$ cat src/rtl/pll_reset_supervisor.sv
// PLL supervisor and staged reset generator: drives PLL reset/power-down, filters
// the synchronised LOCKED, releases domain resets in order and re-sequences on faults.
module pll_reset_supervisor #(
  parameter int NUM_DOMAINS         = 3,
  parameter int RST_PULSE_CYCLES    = 16,
  parameter int LOCK_FILTER_CYCLES  = 64,
  parameter int LOCK_TIMEOUT_CYCLES = 65536,
  parameter int STAGE_DELAY_CYCLES  = 256,
  parameter int MAX_RETRIES         = 7
) (
  input  logic                   clk_i,
  input  logic                   rst_n_i,
  input  logic                   pll_locked_i,
  input  logic                   pwrdwn_req_i,
  input  logic                   clear_i,
  output logic                   pll_rst_o,
  output logic                   pll_pwrdwn_o,
  output logic [NUM_DOMAINS-1:0] domain_rst_o,
  output logic                   ready_o,
  output logic                   fail_o,
  output logic [3:0]             retry_count_o,
  output logic [7:0]             lock_loss_count_o
);

  localparam int REL_CYCLES = STAGE_DELAY_CYCLES * NUM_DOMAINS;
  localparam int CNT_MAX =
    (RST_PULSE_CYCLES > LOCK_TIMEOUT_CYCLES)
      ? ((RST_PULSE_CYCLES > REL_CYCLES) ? RST_PULSE_CYCLES : REL_CYCLES)
      : ((LOCK_TIMEOUT_CYCLES > REL_CYCLES) ? LOCK_TIMEOUT_CYCLES : REL_CYCLES);
  localparam int CNT_W = $clog2(CNT_MAX) + 1;
  localparam int FLT_W = $clog2(LOCK_FILTER_CYCLES) + 1;

  localparam logic [CNT_W-1:0] RST_LIM   = CNT_W'(RST_PULSE_CYCLES);
  localparam logic [CNT_W-1:0] TMO_LIM   = CNT_W'(LOCK_TIMEOUT_CYCLES);
  localparam logic [CNT_W-1:0] REL_LIM   = CNT_W'(REL_CYCLES);
  localparam logic [FLT_W-1:0] FLT_LIM   = FLT_W'(LOCK_FILTER_CYCLES);
  localparam logic [3:0]       RETRY_LIM = 4'(MAX_RETRIES);

  typedef enum logic [2:0] {
    S_PLL_RST   = 3'd0,
    S_WAIT_LOCK = 3'd1,
    S_RELEASE   = 3'd2,
    S_RUN       = 3'd3,
    S_FAIL      = 3'd4,
    S_PWRDN     = 3'd5
  } state_e;

  state_e                   state_q, state_d;
  logic [CNT_W-1:0]         cnt_q, cnt_d;
  logic [FLT_W-1:0]         flt_q, flt_d;
  logic [3:0]               retry_q, retry_d;
  logic [7:0]               llc_q, llc_d;
  logic [1:0]               sync_q;
  logic                     lk;
  logic                     lock_loss;
  logic [NUM_DOMAINS-1:0]   dom_d;

  logic                     pll_rst_q, pll_pwrdwn_q, ready_q, fail_q;
  logic [NUM_DOMAINS-1:0]   dom_q;

  assign lk = sync_q[1];

  // Next state and counters; power-down overrides everything else.
  always_comb begin
    state_d   = state_q;
    cnt_d     = (cnt_q == '1) ? cnt_q : cnt_q + CNT_W'(1);
    flt_d     = '0;
    retry_d   = retry_q;
    llc_d     = llc_q;
    lock_loss = 1'b0;
    if (pwrdwn_req_i) begin
      state_d = S_PWRDN;
    end else begin
      case (state_q)
        S_PLL_RST: begin
          if (cnt_d == RST_LIM) state_d = S_WAIT_LOCK;
        end
        S_WAIT_LOCK: begin
          flt_d = lk ? flt_q + FLT_W'(1) : '0;
          if (flt_d == FLT_LIM) begin
            state_d = S_RELEASE;
          end else if (cnt_d == TMO_LIM) begin
            retry_d = (retry_q == 4'hF) ? retry_q : retry_q + 4'd1;
            state_d = (retry_d == RETRY_LIM) ? S_FAIL : S_PLL_RST;
          end
        end
        S_RELEASE: begin
          if (!lk) lock_loss = 1'b1;
          else if (cnt_d == REL_LIM) state_d = S_RUN;
        end
        S_RUN: begin
          if (!lk) lock_loss = 1'b1;
        end
        S_FAIL: begin
          if (clear_i) begin
            state_d = S_PLL_RST;
            retry_d = '0;
          end
        end
        S_PWRDN: begin
          state_d = S_PLL_RST;
          retry_d = '0;
        end
        default: state_d = S_PLL_RST;
      endcase
    end
    if (lock_loss) begin
      state_d = S_PLL_RST;
      llc_d   = (llc_q == 8'hFF) ? llc_q : llc_q + 8'd1;
    end
    if (state_d != state_q) begin
      cnt_d = '0;
      flt_d = '0;
    end
    if (state_d == S_RUN) retry_d = '0;
  end

  // Domain k is released once the RELEASE dwell reaches STAGE_DELAY*(k+1).
  always_comb begin
    dom_d = '1;
    if (state_d == S_RUN) begin
      dom_d = '0;
    end else if (state_d == S_RELEASE) begin
      for (int k = 0; k < NUM_DOMAINS; k++) begin
        dom_d[k] = (int'(cnt_d) < STAGE_DELAY_CYCLES * (k + 1));
      end
    end
  end

  always_ff @(posedge clk_i or negedge rst_n_i) begin
    if (!rst_n_i) begin
      state_q      <= S_PLL_RST;
      cnt_q        <= '0;
      flt_q        <= '0;
      retry_q      <= '0;
      llc_q        <= '0;
      sync_q       <= '0;
      pll_rst_q    <= 1'b1;
      pll_pwrdwn_q <= 1'b0;
      dom_q        <= '1;
      ready_q      <= 1'b0;
      fail_q       <= 1'b0;
    end else begin
      state_q      <= state_d;
      cnt_q        <= cnt_d;
      flt_q        <= flt_d;
      retry_q      <= retry_d;
      llc_q        <= llc_d;
      sync_q       <= {sync_q[0], pll_locked_i};
      pll_rst_q    <= (state_d == S_PLL_RST) || (state_d == S_FAIL) || (state_d == S_PWRDN);
      pll_pwrdwn_q <= (state_d == S_PWRDN);
      dom_q        <= dom_d;
      ready_q      <= (state_d == S_RUN);
      fail_q       <= (state_d == S_FAIL);
    end
  end

  assign pll_rst_o         = pll_rst_q;
  assign pll_pwrdwn_o      = pll_pwrdwn_q;
  assign domain_rst_o      = dom_q;
  assign ready_o           = ready_q;
  assign fail_o            = fail_q;
  assign retry_count_o     = retry_q;
  assign lock_loss_count_o = llc_q;

endmodule

$ cat config.mk
export PLATFORM = sky130hd
export DESIGN_NAME = pll_reset_supervisor
export DESIGN_NICKNAME = d
export VERILOG_FILES = /design/src/rtl/pll_reset_supervisor.sv
export SDC_FILE = /design/constraint.sdc
export NUM_CORES = 1
export LEC_CHECK = 0
export CAP_MARGIN = 10
export CORE_AREA = 2 2 80 82
export CTS_BUF_LIST = sky130_fd_sc_hd__clkbuf_4 sky130_fd_sc_hd__clkbuf_8
export DETAILED_ROUTE_END_ITERATION = 12
export DIE_AREA = 0 0 82 84
export GPL_TIMING_DRIVEN = 0
export PLACE_DENSITY = 0.69
export SKIP_LAST_GASP = 1
export SLEW_MARGIN = 25
export SYNTH_ARGS = -nofsm -noshare
export SYNTH_HDL_FRONTEND = slang
export SYNTH_SLANG_ARGS = --single-unit
$ cat constraint.sdc
create_clock -name clk_i -period 4 [get_ports clk_i]
set_input_delay 0.6 -clock clk_i [delete_from_list [all_inputs] [get_ports clk_i]]
set_output_delay 0.6 -clock clk_i [all_outputs]
set_load 0.05 [all_outputs]
==> impl_metrics.py <==
metrics = {
    "run_status": {
        "status": "finished, final reports clean",
    },
    "clock_tree": {
        "path_clk_slew_ns": 0.09,
        "clk_latency_ns": 0.30,
        "cts_buffers": 5,
        "clock_path_buffers": 2,
        "cts_tree": "built",
        "cts_hold_buf": 0,
        "htree_levels": 2,
        "post-cts-setup-buffers": 0,
        "numClockSinks": 48,
        "post_cts_resized": 0,
        "root_buffer": "clkbuf_8",
    },
    "grt": {
        "grt.total_usage_pct": 19.3,
        "grt_max_degree": 49,
        "grt_pass1_vias": 2323,
        "antenna_found_initial": 0,
        "grt_pass1_wl_um": 10500,
        "grt_overflow": 0,
    },
    "pwr": {
        "power_mw": 1.01,
        "power.density_nw_per_um2": 308,
        "leakagePower_nw": 1.40,
        "ir_drop_mv": 0.188,
    },
    "sta": {
        "max_freq_mhz": 294,
        "rsz0062_at_grt": "no",
        "period_share_pct": 85.0,
        "fin_tns_setup_ns": 0,
        "tightest_slew_ns": 0.884,
        "setup_violations": 0,
        "min_period_ns": 3.40,
        "max_slew_margin_pct": 39.5,
        "finalMaxSlewViolations": 0,
        "finClkSkew_ns": 0.00833,
        "hold_viol": 0,
    },
    "synth": {
        "post-synth-top-count-cell": "dfrtp_1",
        "synthAdderAreaFrac_pct": 1.78,
        "ys.flop_type": "dfrtp_1",
        "syn_nets": 313,
        "ys_ff_latch": 48,
        "synth_top_area_cell": "dfrtp_1",
        "synth_top_family_by_area": "simple AND/OR/NAND/NOR gates",
        "muxShareOfSynthArea_pct": 0.357,
        "ys_top_cells_by_area": "dfrtp_1 (39%), nor2_1 (4.4%), dfstp_2 (3.7%), nand2_1 (3.7%), nand3_1 (3.2%)",
        "synth_compound_area_share_pct": 15.9,
        "avgSynthCellArea_um2": 9.23,
        "synth_simple_gate_area_share_pct": 28.2,
        "synthesis.area_um2": 2810,
        "synthCells": 304,
        "yosysSeqAreaShare_pct": 43.0,
        "synth_top_area_share_pct": 39.3,
        "ys.warnings.count": 0,
        "synth_edf_count": 0,
        "synth_cell_type_count": 58,
        "synthArstFlopShare_pct": 100,
        "synth_commonest_cells": "dfrtp_1 (44), nor2_1 (33), nand2_1 (28)",
        "synthXorXnorAreaFrac_pct": 5.93,
    },
    "die": {
        "die-area_um2": 6890,
        "die_y_um": 84,
        "pin_count": 24,
        "die_x_um": 82,
        "rows": 29,
        "start_util_pct": 46.0,
        "coreArea_um2": 6100,
    },
    "job": {
        "maxCapViolations": 0,
    },
    "setup_path": {
        "crit_path_start_kind": "flip-flop",
        "regToRegStartpoint": "cnt_q[0]$_DFF_PN0_",
        "arrival_ns": 3.58,
        "path_max_fanout": 7,
        "reg2reg_slack_ns": 0.60,
        "criticalPathCategory": "reg -> reg",
        "crit_path_end_kind": "flip-flop",
        "rr_worst_depth": 11,
        "critPathRequiredTime_ns": 4.18,
        "r2r-end": "flt_q[5]$_DFF_PN0_",
    },
    "place": {
        "gp_congestion": 0.846,
        "hpwlAfterDp_um": 4520,
        "dpl-instance-area_um2": 3140,
        "place_inst": 404,
        "port_buffers": 23,
    },
    "layout": {
        "stdcell_area_um2": 3270,
        "finalNetCount": 343,
        "area_delta_synth_final_pct": 16.6,
        "fillers": 572,
        "register_area_um2": 1210,
        "multiInputGateArea_um2": 1470,
        "antenna_cells_inserted": 0,
        "finish.utilization_pct": 53.7,
        "stdcell_count": 412,
        "drive_above_1_share_pct": 14.3,
    },
    "route": {
        "antenna_left": 0,
        "via_per_inst": 5.78,
        "wl_per_cell_um": 15.1,
        "drt_iter0_drc": 98,
        "vias": 2380,
        "drc": 0,
        "firstDrtPassIters": 4,
        "wirelength_um": 6210,
    },
    "min_path": {
        "worstHoldPathType": "in -> async",
    },
}
-- metal layers --
metal / wire length (um) / share of wire [%] / global-route usage, %
met1: 2690 / 43 / 24.4
met2: 3140 / 51 / 33.0
met3: 262 / 4.2 / 3.90
met4: 109 / 1.8 / 5.45
met5: 0 / 0 / 0
-- report_power, final --
| group | switching (mW) | internal [mW] | leakage (nW) |
|---|---|---|---|
| clock | 0.164 | 0.257 | 0.0688 |
| sequential | 0.00680 | 0.493 | 0.642 |
| combinational | 0.0597 | 0.0299 | 0.688 |
-- state kept, by name, indices dropped and copies added (netlist names) --
name / count
cnt_q: 17
domain_rst_o: 3
fail_o: 1
flt_q: 7
lock_loss_count_o: 8
pll_pwrdwn_o: 1
pll_rst_o: 1
ready_o: 1
retry_count_o: 4
state_q: 3
sync_q: 2
-- layout make-up --
class                   count  share of cell area, %
plain buffers              13                   2.98
clock buffers               6                   2.33
clock inverters             2                   1.84
inverters                  10                   1.15
multi-input cells         233                   44.9
flip-flops and latches     48                   36.9
well taps                  77                   2.94
repair buffers             23                   6.96
-- cells in the final DEF, fill, tap and decap left out, types with 4 or more instances in the layout --
cell type         n
ha_1              4
o21a_1            4
xor2_1            9
clkbuf_1          6
o21ai_1           4
xnor2_1          10
nor2_2            9
and4_1            4
clkbuf_8          5
nor4_1            6
nand2_1          28
nor3_1            7
o21ai_0          11
a21oi_1          10
nor2_1           33
buf_6             4
dfstp_2           4
nand3_1          18
and3_1            7
nand4_1          12
clkdlybuf4s50_1  22
dfrtp_1          44
a211oi_1          6
inv_1             9
-- how the worst max path moves through the flow --
stage	startpoint	to	slack (ns)	cells past startpoint
global placement	cnt_q[0]$_DFF_PN0_	flt_q[5]$_DFF_PN0_	0.65	11
global route	cnt_q[0]$_DFF_PN0_	retry_count_o[1]$_DFFE_PN0P_	0.27	11
detailed placement	cnt_q[0]$_DFF_PN0_	flt_q[1]$_DFF_PN0_	0.60	11
finish	cnt_q[0]$_DFF_PN0_	flt_q[5]$_DFF_PN0_	0.60	11
CTS	cnt_q[0]$_DFF_PN0_	flt_q[5]$_DFF_PN0_	0.57	11
floorplan	cnt_q[0]$_DFF_PN0_	cnt_q[9]$_DFF_PN0_	1.06	11
-- stage by stage --
stage,hold WS (ns),setup WS (ns)
after detailed placement,0.345,0.601
after global routing,0.359,0.272
after CTS,0.322,0.569
final,0.300,0.599
after floorplan,0.304,1.06
after global placement,0.334,0.652
-- worst max-delay path: stages (launching register included) --
cell      delay [ns]
dfrtp_1         0.45
ha_1            0.27
and3_1          0.16
buf_2           0.16
and4_1          0.18
buf_2           0.17
a211oi_2        0.51
nand4b_1        0.19
nor4_1          0.60
o32ai_2         0.18
o21ai_2         0.31
nor3b_1         0.09
-- cells by family after synthesis --
kind of cell    count (synthesis)
compound gates                 62
xor+xnor                       19
fa+ha+maj                       4
buf+inv                        23
flops                          48
mux                             1
simple gates                  147
Power figures use the tool's default switching activity.
